File: src/rtl/lsu_pkg.sv
// -----------------------------------------------------------------------------
// lsu_pkg
// Shared definitions for the load/store unit:
//   - CTRL_* : funct3-style size/sign codes accepted on req_ctrl
//   - lsu_state_t : sequencing states of the unit
//   - size_mask() : unshifted byte-enable mask for a ctrl code (0 when the
//                   code names no legal access size)
// -----------------------------------------------------------------------------
package lsu_pkg;

  localparam logic [2:0] CTRL_B  = 3'b000;
  localparam logic [2:0] CTRL_H  = 3'b001;
  localparam logic [2:0] CTRL_W  = 3'b010;
  localparam logic [2:0] CTRL_BU = 3'b100;
  localparam logic [2:0] CTRL_HU = 3'b101;

  typedef enum logic [1:0] {
    IDLE  = 2'd0,
    BEAT1 = 2'd1,
    BEAT2 = 2'd2,
    RESP  = 2'd3
  } lsu_state_t;

  // An all-zero mask doubles as the "illegal encoding" marker.
  function automatic logic [3:0] size_mask(input logic [2:0] ctrl);
    logic [3:0] m;
    case (ctrl)
      CTRL_B, CTRL_BU: m = 4'b0001;
      CTRL_H, CTRL_HU: m = 4'b0011;
      CTRL_W:          m = 4'b1111;
      default:         m = 4'b0000;
    endcase
    return m;
  endfunction

endpackage

File: src/rtl/lsu_load_align.sv
// -----------------------------------------------------------------------------
// lsu_load_align
// Combinational load-data aligner. Takes up to two memory words of raw beat
// data (second word in the upper half), selects the addressed byte/half/word
// starting at the byte lane and sign- or zero-extends it to 32 bits.
// Used for both single-beat and split (two-beat) loads.
// Ports:
//   beat_data [63:0] in  {second word, first word}
//   lane      [1:0]  in  byte offset of the access inside the first word
//   ctrl      [2:0]  in  size/sign code (ctrl[2]=1 selects zero-extension)
//   result    [31:0] out extended load value
// -----------------------------------------------------------------------------
import lsu_pkg::*;

module lsu_load_align (
  input  logic [63:0] beat_data,
  input  logic [1:0]  lane,
  input  logic [2:0]  ctrl,
  output logic [31:0] result
);

  function automatic logic [31:0] ext_byte(input logic [7:0] b, input logic zext);
    logic signed [31:0] s;
    s = {{24{b[7] & ~zext}}, b};
    return s;
  endfunction

  function automatic logic [31:0] ext_half(input logic [15:0] h, input logic zext);
    logic signed [31:0] s;
    s = {{16{h[15] & ~zext}}, h};
    return s;
  endfunction

  logic [31:0] win;

  // Bring the addressed lane down to bit 0; bytes past the first word come
  // from the second beat, which is how split accesses get concatenated.
  assign win = 32'(beat_data >> {lane, 3'b000});

  always_comb begin
    case (ctrl)
      CTRL_B, CTRL_BU: result = ext_byte(win[7:0], ctrl[2]);
      CTRL_H, CTRL_HU: result = ext_half(win[15:0], ctrl[2]);
      default:         result = win;
    endcase
  end

endmodule

File: src/rtl/load_store_unit.sv
// -----------------------------------------------------------------------------
// load_store_unit
// Converts one byte-addressed load/store request at a time into word accesses
// on a 2^MEM_AW-word data memory with byte enables and lane-steered write data,
// and returns extended load data through a one-cycle response pulse.
//
// Optional feature: define LSU_MISALIGNED_SPLIT_EN to split misaligned
// accesses (half at lane 3, word at nonzero lane) into two word beats; when
// undefined such accesses complete with rsp_err=1 and no memory write.
//
// Ports:
//   clk, rst               clock, asynchronous active-high reset
//   req_valid/req_ready    request handshake (ready only while idle)
//   req_we, req_ctrl       store select, size/sign code
//   req_addr, req_wdata    byte address, LSB-justified store data
//   rsp_valid              one-cycle completion pulse
//   rsp_rdata, rsp_err     extended load data / error flag
//   mem_addr, mem_we       word address, write strobe
//   mem_be, mem_wdata      byte enables, lane-steered write data
//   mem_rdata              combinational read data for mem_addr
// -----------------------------------------------------------------------------
import lsu_pkg::*;

module load_store_unit #(
  parameter int          MEM_AW      = 6,
  parameter logic [31:0] RESET_RDATA = 32'h0000_0000
) (
  input  logic              clk,
  input  logic              rst,
  input  logic              req_valid,
  output logic              req_ready,
  input  logic              req_we,
  input  logic [2:0]        req_ctrl,
  input  logic [31:0]       req_addr,
  input  logic [31:0]       req_wdata,
  output logic              rsp_valid,
  output logic [31:0]       rsp_rdata,
  output logic              rsp_err,
  output logic [MEM_AW-1:0] mem_addr,
  output logic              mem_we,
  output logic [3:0]        mem_be,
  output logic [31:0]       mem_wdata,
  input  logic [31:0]       mem_rdata
);

  lsu_state_t state, state_nxt;

  logic              we_p0;
  logic [2:0]        ctrl_p0;
  logic [MEM_AW+1:0] addr_p0;
  logic [31:0]       wdata_p0;
  logic [31:0]       lo_p1;

  logic [1:0]        lane;
  logic [MEM_AW-1:0] waddr;
  logic [7:0]        be64;
  logic [63:0]       wd64;
  logic [63:0]       wd64_m;
  logic              illegal;
  logic              misaligned;
  logic              split;
  logic              err_c;
  logic [63:0]       beat_data;
  logic [31:0]       align_out;
  logic              unused_addr_hi;

  // Address bits above the memory's word range do not take part.
  assign unused_addr_hi = ^req_addr[31:MEM_AW+2];

  assign lane  = addr_p0[1:0];
  assign waddr = addr_p0[MEM_AW+1:2];

  // Enables and data laid out across two consecutive words: the low nibble /
  // low word is beat 1, the high nibble / high word is the spill into beat 2.
  assign be64 = {4'b0000, size_mask(ctrl_p0)} << lane;
  assign wd64 = {32'h0, wdata_p0} << {lane, 3'b000};

  always_comb begin
    wd64_m = '0;
    for (int i = 0; i < 8; i++) begin
      if (be64[i]) wd64_m[8*i +: 8] = wd64[8*i +: 8];
    end
  end

  assign illegal    = (size_mask(ctrl_p0) == 4'b0000) | (we_p0 & ctrl_p0[2]);
  assign misaligned = |be64[7:4];

`ifdef LSU_MISALIGNED_SPLIT_EN
  assign split = misaligned & ~illegal;
  assign err_c = illegal;
`else
  assign split = 1'b0;
  assign err_c = illegal | misaligned;
`endif

  assign beat_data = (state == BEAT2) ? {mem_rdata, lo_p1} : {32'h0, mem_rdata};

  lsu_load_align u_align (
    .beat_data (beat_data),
    .lane      (lane),
    .ctrl      (ctrl_p0),
    .result    (align_out)
  );

  assign req_ready = (state == IDLE);
  assign rsp_valid = (state == RESP);

  always_ff @(posedge clk or posedge rst) begin
    if (rst) state <= IDLE;
    else     state <= state_nxt;
  end

  // Memory-side outputs decode straight from state so a reset pulls the write
  // strobe low at once, before any further beat can land.
  always_comb begin
    state_nxt = state;
    mem_addr  = '0;
    mem_we    = 1'b0;
    mem_be    = 4'b0000;
    mem_wdata = 32'h0;
    case (state)
      IDLE: begin
        if (req_valid) state_nxt = BEAT1;
      end
      BEAT1: begin
        mem_addr = waddr;
        if (!err_c) begin
          mem_be    = be64[3:0];
          mem_we    = we_p0;
          mem_wdata = we_p0 ? wd64_m[31:0] : 32'h0;
        end
        state_nxt = split ? BEAT2 : RESP;
      end
`ifdef LSU_MISALIGNED_SPLIT_EN
      BEAT2: begin
        mem_addr  = waddr + MEM_AW'(1);
        mem_be    = be64[7:4];
        mem_we    = we_p0;
        mem_wdata = we_p0 ? wd64_m[63:32] : 32'h0;
        state_nxt = RESP;
      end
`endif
      RESP: begin
        state_nxt = IDLE;
      end
      default: begin
        state_nxt = IDLE;
      end
    endcase
  end

  // Stage p0: request capture on acceptance; p1: first-beat read word.
  always_ff @(posedge clk) begin
    if (state == IDLE && req_valid) begin
      we_p0    <= req_we;
      ctrl_p0  <= req_ctrl;
      addr_p0  <= req_addr[MEM_AW+1:0];
      wdata_p0 <= req_wdata;
    end
    if (state == BEAT1) lo_p1 <= mem_rdata;
  end

  // Response registers: load data lands at the end of the last beat.
  always_ff @(posedge clk or posedge rst) begin
    if (rst) begin
      rsp_rdata <= RESET_RDATA;
      rsp_err   <= 1'b0;
    end else begin
      case (state)
        IDLE: begin
          if (req_valid) rsp_err <= 1'b0;
        end
        BEAT1: begin
          rsp_err <= err_c;
          if (err_c || we_p0) rsp_rdata <= RESET_RDATA;
          else if (!split)    rsp_rdata <= align_out;
        end
        BEAT2: begin
          rsp_rdata <= we_p0 ? RESET_RDATA : align_out;
        end
        default: ;
      endcase
    end
  end

endmodule

File: config.mk
export PLATFORM = sky130hd
export DESIGN_NAME = load_store_unit
export DESIGN_NICKNAME = d
export VERILOG_FILES = /design/src/rtl/lsu_pkg.sv /design/src/rtl/lsu_load_align.sv /design/src/rtl/load_store_unit.sv
export SDC_FILE = /design/constraint.sdc
export NUM_CORES = 1
export LEC_CHECK = 0
export ABC_AREA = 1
export BUFFER_PORTS_ARGS = -buffer_cell sky130_fd_sc_hd__buf_2
export CORE_AREA = 2 2 136 105
export DETAILED_ROUTE_END_ITERATION = 8
export DIE_AREA = 0 0 138 107
export GPL_TIMING_DRIVEN = 0
export PLACE_DENSITY = 0.75
export SETUP_SLACK_MARGIN = 0.15
export SLEW_MARGIN = 20
export SYNTH_ARGS = -nofsm -noshare
export SYNTH_HDL_FRONTEND = slang
export SYNTH_SLANG_ARGS = --single-unit
File: constraint.sdc
create_clock -name clk -period 2.42 [get_ports clk]
set_input_delay 0.484 -clock clk [delete_from_list [all_inputs] [get_ports clk]]
set_output_delay 0.484 -clock clk [all_outputs]
set_load 0.02 [all_outputs]
==> impl_metrics.yaml <==
route:
  routed_wl_mm: 20.8
  num_vias: 6443
  wl_per_cell_um: 18.1
  drc: 0
  vias_per_cell: 5.58
  drt.antenna.violating_nets: 0
  first_pass_iters: 5
  drt-initial-drc-count: 821
setup_path:
  worst_r2r_startpoint: "state[0]"
  startpoint_type: "flop"
  cp-end-kind: "primary output"
  slowest_delay_ns: 0.51
  critPathKind: "flop to primary output"
  critical_path.startpoint: "addr_p0[0]"
  crit_required_ns: 1.94
  cp_max_fo: 10
  cp_cell_sequence: "inv_2 > buf_4 > buf_4 > nand2_1 > nand3_1 > nand3_1 > nor2_4 > buf_4"
  r2r_cells: 12
  cp_common_cell: "buf_4"
  cp_slowest_cell: "edfxtp_1"
  cp.arrival_ns: 2.13
power:
  p_clk_share_pct: 17.4
  power.switching_mw: 4.01
  sequentialPowerShare_pct: 34.0
  power_frac_comb_pct: 48.6
  vdd_ir_drop_max_v: 0.000666
  p_per_area_nw_per_um2: 1070
  swShare_pct: 45.3
  p_leak_nw: 3.99
  internal-power_mw: 4.84
finish:
  syn_to_final_growth_pct: 33.9
  fin_area_um2: 8250
  final_cell_mix: "nand2_1, buf_2, nand3_1, edfxtp_1, buf_4"
  final_common_cell: "nand2_1"
  nets: 1079
  finish.utilization_pct: 61.4
  fill_cells: 1137
  drive_gt1_share_pct: 31.6
synthesis:
  netlist_instances: 780
  syn_area_um2: 6160
  synth-warning-count: 0
  ys_seq_area_share_pct: 51.3
  synth_nets: 887
  ys_types: 30
  synth_seq_cells: 111
  syn_area_per_cell_um2: 7.90
place:
  place_area_um2: 7260
  dp_slack_ns: -0.287
  dp_hpwl_mm: 14.2
  io_buffers: 156
  gp_congestion: 0.938
clock_tree:
  clk_path_buf_depth: 2
  cts_inserted_buffers: 9
  ctsHoldBuffers: 0
  cts_max_level: 3
  clock_sinks: 111
  clockRootBuffer: "clkbuf_16"
  path_clk_slew_ns: 0.08
  cts_tree: "done"
  clk_latency_ns: 0.37
sta:
  period_share_pct: 108
  worstMarginPinSlew_ns: 0.732
  slew_headroom_pct: 51.1
  maxSlewViolCount: 0
  min_period_ns: 2.62
  clock.fmax_ghz: 0.382
  finalClockSkew_ns: 0.0114
  setup_violations: 35
  final-hold-violation-count: 0
  rsz0062_at_grt: "yes"
  setup_slack_ns: -0.199
status:
  status: "complete, but fails checks"
  violations: "negative setup slack"
job:
  max_cap_violations: 0
grt:
  grt_overflow: 0
  grt_max_degree: 36
  grt_usage_pct: 27.4
  grt_first_pass_wirelength_mm: 31.6
  antenna_found_initial: 2
  first_global_vias: 6162
floorplanning:
  fp.dieW_um: 138
  core_um2: 13400
  num_io_pins: 181
  dieArea_um2: 14800
  rows: 37
  start_util_pct: 45.9
  fp.dieH_um: 107
hold_path:
  holdCritPathClass: "input port to async pin"
stage by stage:
step	power [mW]	hold slack (ns)	TNS, ns	cells
2_1_floorplan	5.64	0.583	0	780
3_3_place_gp	6.80	0.460	-5.35	1111
3_5_place_dp	6.87	0.460	-6.27	1112
4_1_cts	8.67	0.275	-0.926	1145
5_1_grt	9.42	0.276	-6.75	1154
6_report	8.85	0.231	-4.38	1154
power by group through the flow:
stage	combinational (mW)	sequential, mW	clock, mW
global route	4.72	3.07	1.63
floorplan	2.33	3.31	0
detailed placement	3.83	3.04	0
CTS	4.13	3.00	1.54
finish	4.31	3.01	1.54
global placement	3.77	3.03	0
critical path, delay by kind of cell (launching register included):
family / cells / cell delay, ns
flip-flops: 1 / 0.51
AND/OR/NAND/NOR: 4 / 0.49
buffers and inverters: 4 / 0.77
registers in the layout, indices dropped and copies added (netlist names):
name	cells
ctrl_p0	3
rsp_rdata	32
rsp_err	1
wdata_p0	32
addr_p0	8
lo_p1	32
we_p0	1
state	2
synthesized netlist by cell type (all sizes together):
cell type	number	area [µm²]
a22oi	1	7.51
a31oi	3	18.8
a21oi	16	80.1
nor2	59	234
clkbuf	10	37.5
nand2	329	1270
o211ai	14	110
inv	49	184
dfrtp	35	876
ha	4	50.1
edfxtp	76	2280
nand4	1	6.26
buf	35	226
o21ai	40	208
nand3	94	488
nor3	6	30.0
o22ai	8	50.1
timing repair:
| action | in CTS | in global routing |
|---|---|---|
| cloned | 1 | 0 |
| buffers inserted | 17 | 7 |
| gates resized for setup | 113 | 36 |
| endpoints found under the setup margin | 43 | 44 |
| pin swaps | 12 | 15 |
final timing paths:
check	to	slack, ns
hold reg to reg	rsp_rdata[21]	0.48
min in group clk	wdata_p0[19]	0.28
setup reg to reg	rsp_rdata[28]	0.31
max in group asynchronous	rsp_rdata[4]	1.70
hold / removal	state[0]	0.23
setup / recovery	mem_wdata[30]	-0.20
cells by family after synthesis:
| kind of cell | count (synthesis) | synth area share (%) |
|---|---|---|
| compound gates | 82 | 7.70 |
| buf+inv | 94 | 7.27 |
| fa+ha+maj | 4 | 0.813 |
| simple gates | 489 | 32.9 |
| flops | 111 | 51.3 |
area by class of cell:
class / count / area [µm²] / area share (%)
Tap cell: 175 / 219 / 2.66
Buffer: 44 / 344 / 4.17
Multi-Input combinational cell: 576 / 2880 / 34.9
Timing Repair Buffer: 181 / 1140 / 13.8
Clock inverter: 7 / 88.8 / 1.08
Sequential cell: 111 / 3160 / 38.3
Inverter: 49 / 186 / 2.26
Antenna cell: 2 / 5.00 / 0.0607
Clock buffer: 9 / 225 / 2.73
routing by layer:
layer / vias to the layer above / share of wire (%) / GRT usage (%)
li1: 2963 / - / -
met1: 2928 / 41 / 36.8
met2: 465 / 44 / 43.2
met3: 87 / 11 / 6.57
met4: 0 / 4.0 / 10.5
met5: - / 0 / 0
(Power assumes the default switching activity.)
